## src/rtl/uart_tx.sv

```systemverilog
// UART transmitter: start, DBIT data bits LSB-first, optional parity (UART_TX_PARITY_EN), stop.
// Latency: tx falls on the accepting edge; tx_start is ignored while tx_busy, tx_done_tick pulses once per frame.
module uart_tx #(
  parameter int DBIT    = 8,
  parameter int SB_TICK = 16
) (
  input  logic            clk,
  input  logic            reset,
  input  logic            tx_start,
  input  logic            s_tick,
  input  logic [DBIT-1:0] din,
`ifdef UART_TX_PARITY_EN
  input  logic            parity_odd,
`endif
  output logic            tx_busy,
  output logic            tx_done_tick,
  output logic            tx
);

  // Tick counter must also hold SB_TICK-1 for 1.5 / 2 stop bits.
  localparam int SW = ($clog2(SB_TICK) > 4) ? $clog2(SB_TICK) : 4;

`ifdef UART_TX_PARITY_EN
  typedef enum logic [2:0] {IDLE, START, DATA, PARITY, STOP} state_t;
`else
  typedef enum logic [1:0] {IDLE, START, DATA, STOP} state_t;
`endif

  state_t          state_reg, state_next;
  logic [SW-1:0]   s_reg, s_next;
  logic [2:0]      n_reg, n_next;
  logic [DBIT-1:0] b_reg, b_next;
  logic            tx_reg, tx_next;
  logic            done_reg, done_next;
`ifdef UART_TX_PARITY_EN
  logic            par_reg, par_next;
`endif

  always_ff @(posedge clk or posedge reset) begin
    if (reset) begin
      state_reg <= IDLE;
      s_reg     <= '0;
      n_reg     <= '0;
      b_reg     <= '0;
      tx_reg    <= 1'b1;
      done_reg  <= 1'b0;
`ifdef UART_TX_PARITY_EN
      par_reg   <= 1'b0;
`endif
    end else begin
      state_reg <= state_next;
      s_reg     <= s_next;
      n_reg     <= n_next;
      b_reg     <= b_next;
      tx_reg    <= tx_next;
      done_reg  <= done_next;
`ifdef UART_TX_PARITY_EN
      par_reg   <= par_next;
`endif
    end
  end

  always_comb begin
    state_next = state_reg;
    s_next     = s_reg;
    n_next     = n_reg;
    b_next     = b_reg;
    done_next  = 1'b0;
    tx_next    = 1'b1;
`ifdef UART_TX_PARITY_EN
    par_next   = par_reg;
`endif
    case (state_reg)
      IDLE: begin
        if (tx_start) begin
          state_next = START;
          s_next     = '0;
          b_next     = din;
`ifdef UART_TX_PARITY_EN
          par_next   = ^din;
`endif
        end
      end
      START: begin
        if (s_tick) begin
          if (s_reg == SW'(15)) begin
            state_next = DATA;
            s_next     = '0;
            n_next     = '0;
          end else begin
            s_next = s_reg + SW'(1);
          end
        end
      end
      DATA: begin
        if (s_tick) begin
          if (s_reg == SW'(15)) begin
            s_next = '0;
            b_next = b_reg >> 1;
            if (n_reg == 3'(DBIT-1)) begin
`ifdef UART_TX_PARITY_EN
              state_next = PARITY;
`else
              state_next = STOP;
`endif
            end else begin
              n_next = n_reg + 3'(1);
            end
          end else begin
            s_next = s_reg + SW'(1);
          end
        end
      end
`ifdef UART_TX_PARITY_EN
      PARITY: begin
        if (s_tick) begin
          if (s_reg == SW'(15)) begin
            state_next = STOP;
            s_next     = '0;
          end else begin
            s_next = s_reg + SW'(1);
          end
        end
      end
`endif
      STOP: begin
        if (s_tick) begin
          if (s_reg == SW'(SB_TICK-1)) begin
            state_next = IDLE;
            s_next     = '0;
            done_next  = 1'b1;
          end else begin
            s_next = s_reg + SW'(1);
          end
        end
      end
      default: state_next = IDLE;
    endcase

    // Line level follows the next state so tx comes straight from a flop.
    case (state_next)
      START:   tx_next = 1'b0;
      DATA:    tx_next = b_next[0];
`ifdef UART_TX_PARITY_EN
      PARITY:  tx_next = par_next ^ parity_odd;
`endif
      default: tx_next = 1'b1;
    endcase
  end

  assign tx_busy      = (state_reg != IDLE);
  assign tx_done_tick = done_reg;
  assign tx           = tx_reg;

endmodule

```

## config.mk

```make
export PLATFORM = sky130hd
export DESIGN_NAME = uart_tx
export DESIGN_NICKNAME = d
export VERILOG_FILES = /design/src/rtl/uart_tx.sv
export SDC_FILE = /design/constraint.sdc
export NUM_CORES = 1
export LEC_CHECK = 0
export BUFFER_PORTS_ARGS = -buffer_cell sky130_fd_sc_hd__buf_4
export CAP_MARGIN = 15
export CORE_MARGIN = 8
export CORE_UTILIZATION = 55
export CTS_BUF_LIST = sky130_fd_sc_hd__clkbuf_2
export DETAILED_ROUTE_END_ITERATION = 16
export GPL_ROUTABILITY_DRIVEN = 0
export HOLD_SLACK_MARGIN = 0.12
export PLACE_DENSITY = 0.8
export SLEW_MARGIN = 30
export SYNTH_ARGS = -nofsm -noshare
export SYNTH_HDL_FRONTEND = slang
export SYNTH_SLANG_ARGS = --single-unit
```

## constraint.sdc

```tcl
create_clock -name clk -period 5.2 [get_ports clk]
set_input_delay 0.52 -clock clk [delete_from_list [all_inputs] [get_ports clk]]
set_output_delay 0.52 -clock clk [all_outputs]
set_load 0.005 [all_outputs]
```

### Word-level counts from Yosys, hierarchy flattened

Index checks and enable logic that the tools add are counted.

| word-level totals | value |
|---|---|
| output and inout port bits | 3 |
| bits in registers | 19 |
| logic and storage cells | 58 |
| input bits | 12 |

| operators by class | value |
|---|---|
| $add $sub $neg | 2 |
| eq/ne operators | 14 |
| muxes and demuxes | 27 |
| reduce and logical (&&, ||, !) cells | 8 |

Operator list:

| operator | count |
|---|---|
| $mux W8 | 3 |
| $mux W2 | 8 |
| $pmux W8 S2 | 1 |
| $mux W3 | 5 |
| $mux W4 | 3 |
| $ne A2 B2 Y1 const B | 6 |
| $pmux W2 S4 | 1 |
| $pmux W4 S2 | 1 |
| $eq A2 B2 Y1 const B | 3 |
| $pmux W3 S2 | 1 |
| $reduce_and A6 Y1 | 1 |
| $reduce_bool A2 Y1 | 3 |
| $add A4 B1 Y4 const B | 1 |
| $eq A2 B1 Y1 const B | 2 |
| $eq A4 B4 Y1 const B | 1 |
| $reduce_and A4 Y1 | 1 |
| $add A3 B1 Y3 const B | 1 |
| $eq A3 B3 Y1 const B | 1 |
| $mux W1 | 3 |
| $reduce_or A3 Y1 | 1 |
| $logic_not A2 Y1 | 1 |
| $ne A2 B1 Y1 const B | 1 |
| $pmux W1 S2 | 1 |
| $reduce_and A2 Y1 | 1 |

### Logic depth before layout (Yosys ltp)

| logic depth | value |
|---|---|
| word-level depth | 7 |
| gate-level depth with buffers | 7 |
| gate-level depth less buffers | 6 |

### Worst setup path after synthesis

Ideal clock, no wire load.

| timing path | value |
|---|---|
| path type | flip-flop to flip-flop |
| start point | reg s_reg[0] |
| end point | reg tx_reg (netlist: tx) |
| buffers on the path | 1 |
| clock period less this slack | 1.684 ns |
| data arrival time | 1.597 ns |
| library setup time | 0.087 ns |
| stages on the path, launching flop included | 7 |
| path slack | 3.516 ns |
| data required time | 5.113 ns |
| cells stage by stage | dfrtp_1 > ha_1 > and4_4 > buf_6 > a311o_1 > a211oi_1 > mux2i_1 |

| on the way | value |
|---|---|
| word-level cells in the longest chain between the ends | 6 |
| elaborated cells between the ends (all ways) | 14 |
| classes of those cells | eq/ne: 3; mux: 11 |

RTL lines:

| item | line | source |
|---|---|---|
| start: declaration | 30 | `logic [SW-1:0] s_reg, s_next;` |
| start signal: assignment | 52 | `s_reg <= s_next;` |
| $eq A4 B4 Y1 * | 86, 97, 128 |  |
| $mux W2, on equally long branches | 128, 86, 97 |  |
| $mux W2, on equally long branches | 127, 85, 96 |  |
| $pmux W2 S4 | 73 | `case (state_reg)` |
| $eq A2 B2 Y1 or $eq A2 B1 Y1 (tied branches) | 141 | `case (state_next)` |
| $pmux W1 S2 * | 141 |  |
| named net tx_next | 33 | `logic tx_reg, tx_next;` |
| end signal: assignment | 55 | `tx_reg <= tx_next;` |
| end: declaration | 33 |  |

Mark *: on every way through the listed nets, which the timed path passes. The rest lies on a longest branch. The select of a mux whose other input is x is not followed.
A chain may end at the register's enable or synchronous reset.

### Final worst setup path

| timing path | value |
|---|---|
| start point | reg state_reg[1] |
| end point | out tx_busy |

| on the way | value |
|---|---|
| word-level cells in the longest chain between the ends | 1 |

RTL lines:

| item | line | source |
|---|---|---|
| start: declaration | 29 | `state_t state_reg, state_next;` |
| start signal: assignment | 51 | `state_reg <= state_next;` |
| $reduce_bool A2 Y1 | 151 | `assign tx_busy = (state_reg != IDLE);` |
| end: declaration | 15 | `output logic tx_busy,` |

Every way passes these cells.

==> metrics.yaml <==
status: "complete, no violations"
start_kind: "flop"
grt_pass1_wl_mm: 2.95
synth_area_leader_cell: "dfrtp_1"
cts_tree: "done"
skew_ps: 2.36
grt_max_degree: 20
netlist_area_um2: 985
min_period_ps: 1870
n_antenna_cell: 0
routedWlPerCell_um: 13.6
synth_nets: 102
worstSetupEndpointType: "primary output"
drt-pass1-iter-count: 4
rsz0062_at_grt: "no"
clock_sinks: 19
final-hold-violation-count: 0
clkLatencyLatePin_ps: 300
hold_class: "in2async"
p_leak_nw: 0.523
synth.area.top_cells: "dfrtp_1 46%, a22o_1 8.0%, a21o_1 5.3%"
path_class: "reg2out"
hold_slack_ps: 306
dieArea_um2: 3400
viasPerCell: 5.44
avgSynthCellArea_um2: 11.3
cts_buffers: 3
htree_levels: 1
ys_ff_latch: 19
die_w_um: 58.3
synth_top_area_share: 0.457
vias: 675
fin_cells: 124
reg2reg_depth: 5
crit_end: "tx_busy"
fp.coreArea_um2: 1710
drive_gt1_frac: 0.273
grtUsageTotal: 0.109
grt-ovfl-total: 0
hpwl_mm: 1.23
r2r_start: "s_reg[0]"
grt_pass1_vias: 681
die_y_um: 58.3
cts_setup_buffers: 0
postRouteAntennaNets: 0
p_per_area_nw_per_um2: 391
cts.clk_slew.worst_paths_ps: 180
antenna_found_initial: 0
yosysSeqAreaShare: 0.484
nets: 115
vdd_ir_drop_max_v: 0.000217
cts-root-buf: "clkbuf_2"
finalPower_mw: 0.425
fin_tns_setup_ps: 0
ys.warnings.count: 0
relSlewSlack: 0.526
worstPathMaxFanout: 11
drtIter0Drc: 8
cts-resized-gates: 0
finalMaxSlewViolations: 0
yosysUniqueCellTypes: 36
reg2reg_slack_ps: 3480
num-fill-cells: 142
clockBufferDepth: 2
portBuffers: 14
crit_arrival_ps: 1350
largest_reg_flops: 8
r2r_end: "tx"
syn2layout_area_growth_pct: 10.3
drt_wl_total_mm: 1.68
setup_viol: 0
drc: 0
max_cap_viol_count: 0
row_count: 15
fmax_ghz: 0.535
dp_cells: 120
cp-startpoint: "state_reg[1]"
io_pins: 15
ctsHoldBuffers: 0
worstMarginPinSlew_ps: 710
required_ps: 4680
period_share: 0.360
syn_inst: 87
start_util: 0.577
[metal layers]
| layer | up-vias | track usage | share of wire |
|---|---|---|---|
| li1 | 340 | - | - |
| met1 | 319 | 0.140 | 0.49 |
| met2 | 12 | 0.169 | 0.46 |
| met3 | 4 | 0.0326 | 0.042 |
| met4 | 0 | 0.0420 | 0.014 |
| met5 | - | 0 | 0 |
[worst min path at each step]
stage / startpoint / endpoint / slack (ps) / cells after the start
after floorplan: b_reg[1] / b_reg[1] / 450 / 1
after global placement: b_reg[5] / b_reg[5] / 460 / 1
after detailed placement: b_reg[3] / b_reg[3] / 470 / 1
after CTS: reset / s_reg[3] / 320 / 2
after global routing: reset / tx_done_tick / 330 / 2
final: reset / b_reg[2] / 310 / 2
[worst max-delay path, cell delays in order (launching register included)]
cell and delay, ps:
dfrtp_1 540, or2_2 370, buf_4 140
[power by group]
| group | internal, mW | total [mW] | switching, mW |
|---|---|---|---|
| sequential | 0.200 | 0.247 | 0.0470 |
| combinational | 0.0652 | 0.112 | 0.0471 |
| clock | 0.0204 | 0.0652 | 0.0448 |
| total | 0.286 | 0.425 | 0.139 |
[layout by cell type (no fill, tap or decap), types with 2 or more instances in the layout]
| master | synthesis | final |
|---|---|---|
| clkbuf_2 | 0 | 4 |
| ha_1 | 3 | 3 |
| a22o_1 | 9 | 9 |
| nand2_1 | 6 | 6 |
| inv_1 | 3 | 3 |
| or2_2 | 2 | 2 |
| o21ai_0 | 4 | 4 |
| a211oi_1 | 2 | 2 |
| a31oi_1 | 2 | 2 |
| dfrtp_1 | 18 | 18 |
| nor3b_2 | 1 | 2 |
| o21ai_1 | 2 | 2 |
| a21o_1 | 7 | 7 |
| mux2i_1 | 2 | 2 |
| buf_4 | 1 | 14 |
| a22oi_1 | 2 | 2 |
[Yosys cell counts (all sizes together)]
master / n
buf: 5
and4: 1
nand4: 1
a311o: 1
a22oi: 2
dfrtp: 18
nor3b: 2
o21a: 1
dfstp: 1
nor2: 1
a32o: 1
a211oi: 2
nand3: 1
nand3b: 1
xnor2: 1
nor2b: 1
inv: 3
a21o: 7
a21oi: 1
a31oi: 2
and3: 1
or2: 3
clkbuf: 1
ha: 3
and2: 2
o21ai: 6
mux2i: 2
a22o: 9
and2b: 1
nand2: 6
[kinds of logic (layout without fill, tap and decap cells)]
logic type               after synthesis  after routing  share of synthesized area
multiplexers                           2              2                     0.0203
AND/OR/NAND/NOR                       21             21                      0.132
AO/OA/AOI/OAI                         32             32                      0.244
buffers and inverters                  9             21                     0.0724
flip-flops                            19             19                      0.484
adder cells (fa/ha/maj)                3              3                     0.0381
XOR/XNOR                               1              1                    0.00890
[final cells by class]
type | count | area [um^2] | share of cell area
well taps | 25 | 31.3 | 0.0288
clock buffers | 4 | 20.0 | 0.0184
repair buffers | 14 | 105 | 0.0968
inverters | 3 | 11.3 | 0.0104
multi-input cells | 59 | 442 | 0.407
flip-flops and latches | 19 | 477 | 0.439
[stage by stage]
| stage | utilization | cell area, um^2 | setup slack, ps |
|---|---|---|---|
| after detailed placement | 0.624 | 1070 | 3460 |
| after CTS | 0.636 | 1090 | 3300 |
| after global routing | 0.636 | 1090 | 3210 |
| after floorplan | - | 985 | 3520 |
| final | 0.636 | 1090 | 3330 |
| after global placement | 0.621 | 1060 | 3040 |
Power figures use the tool's default switching activity.
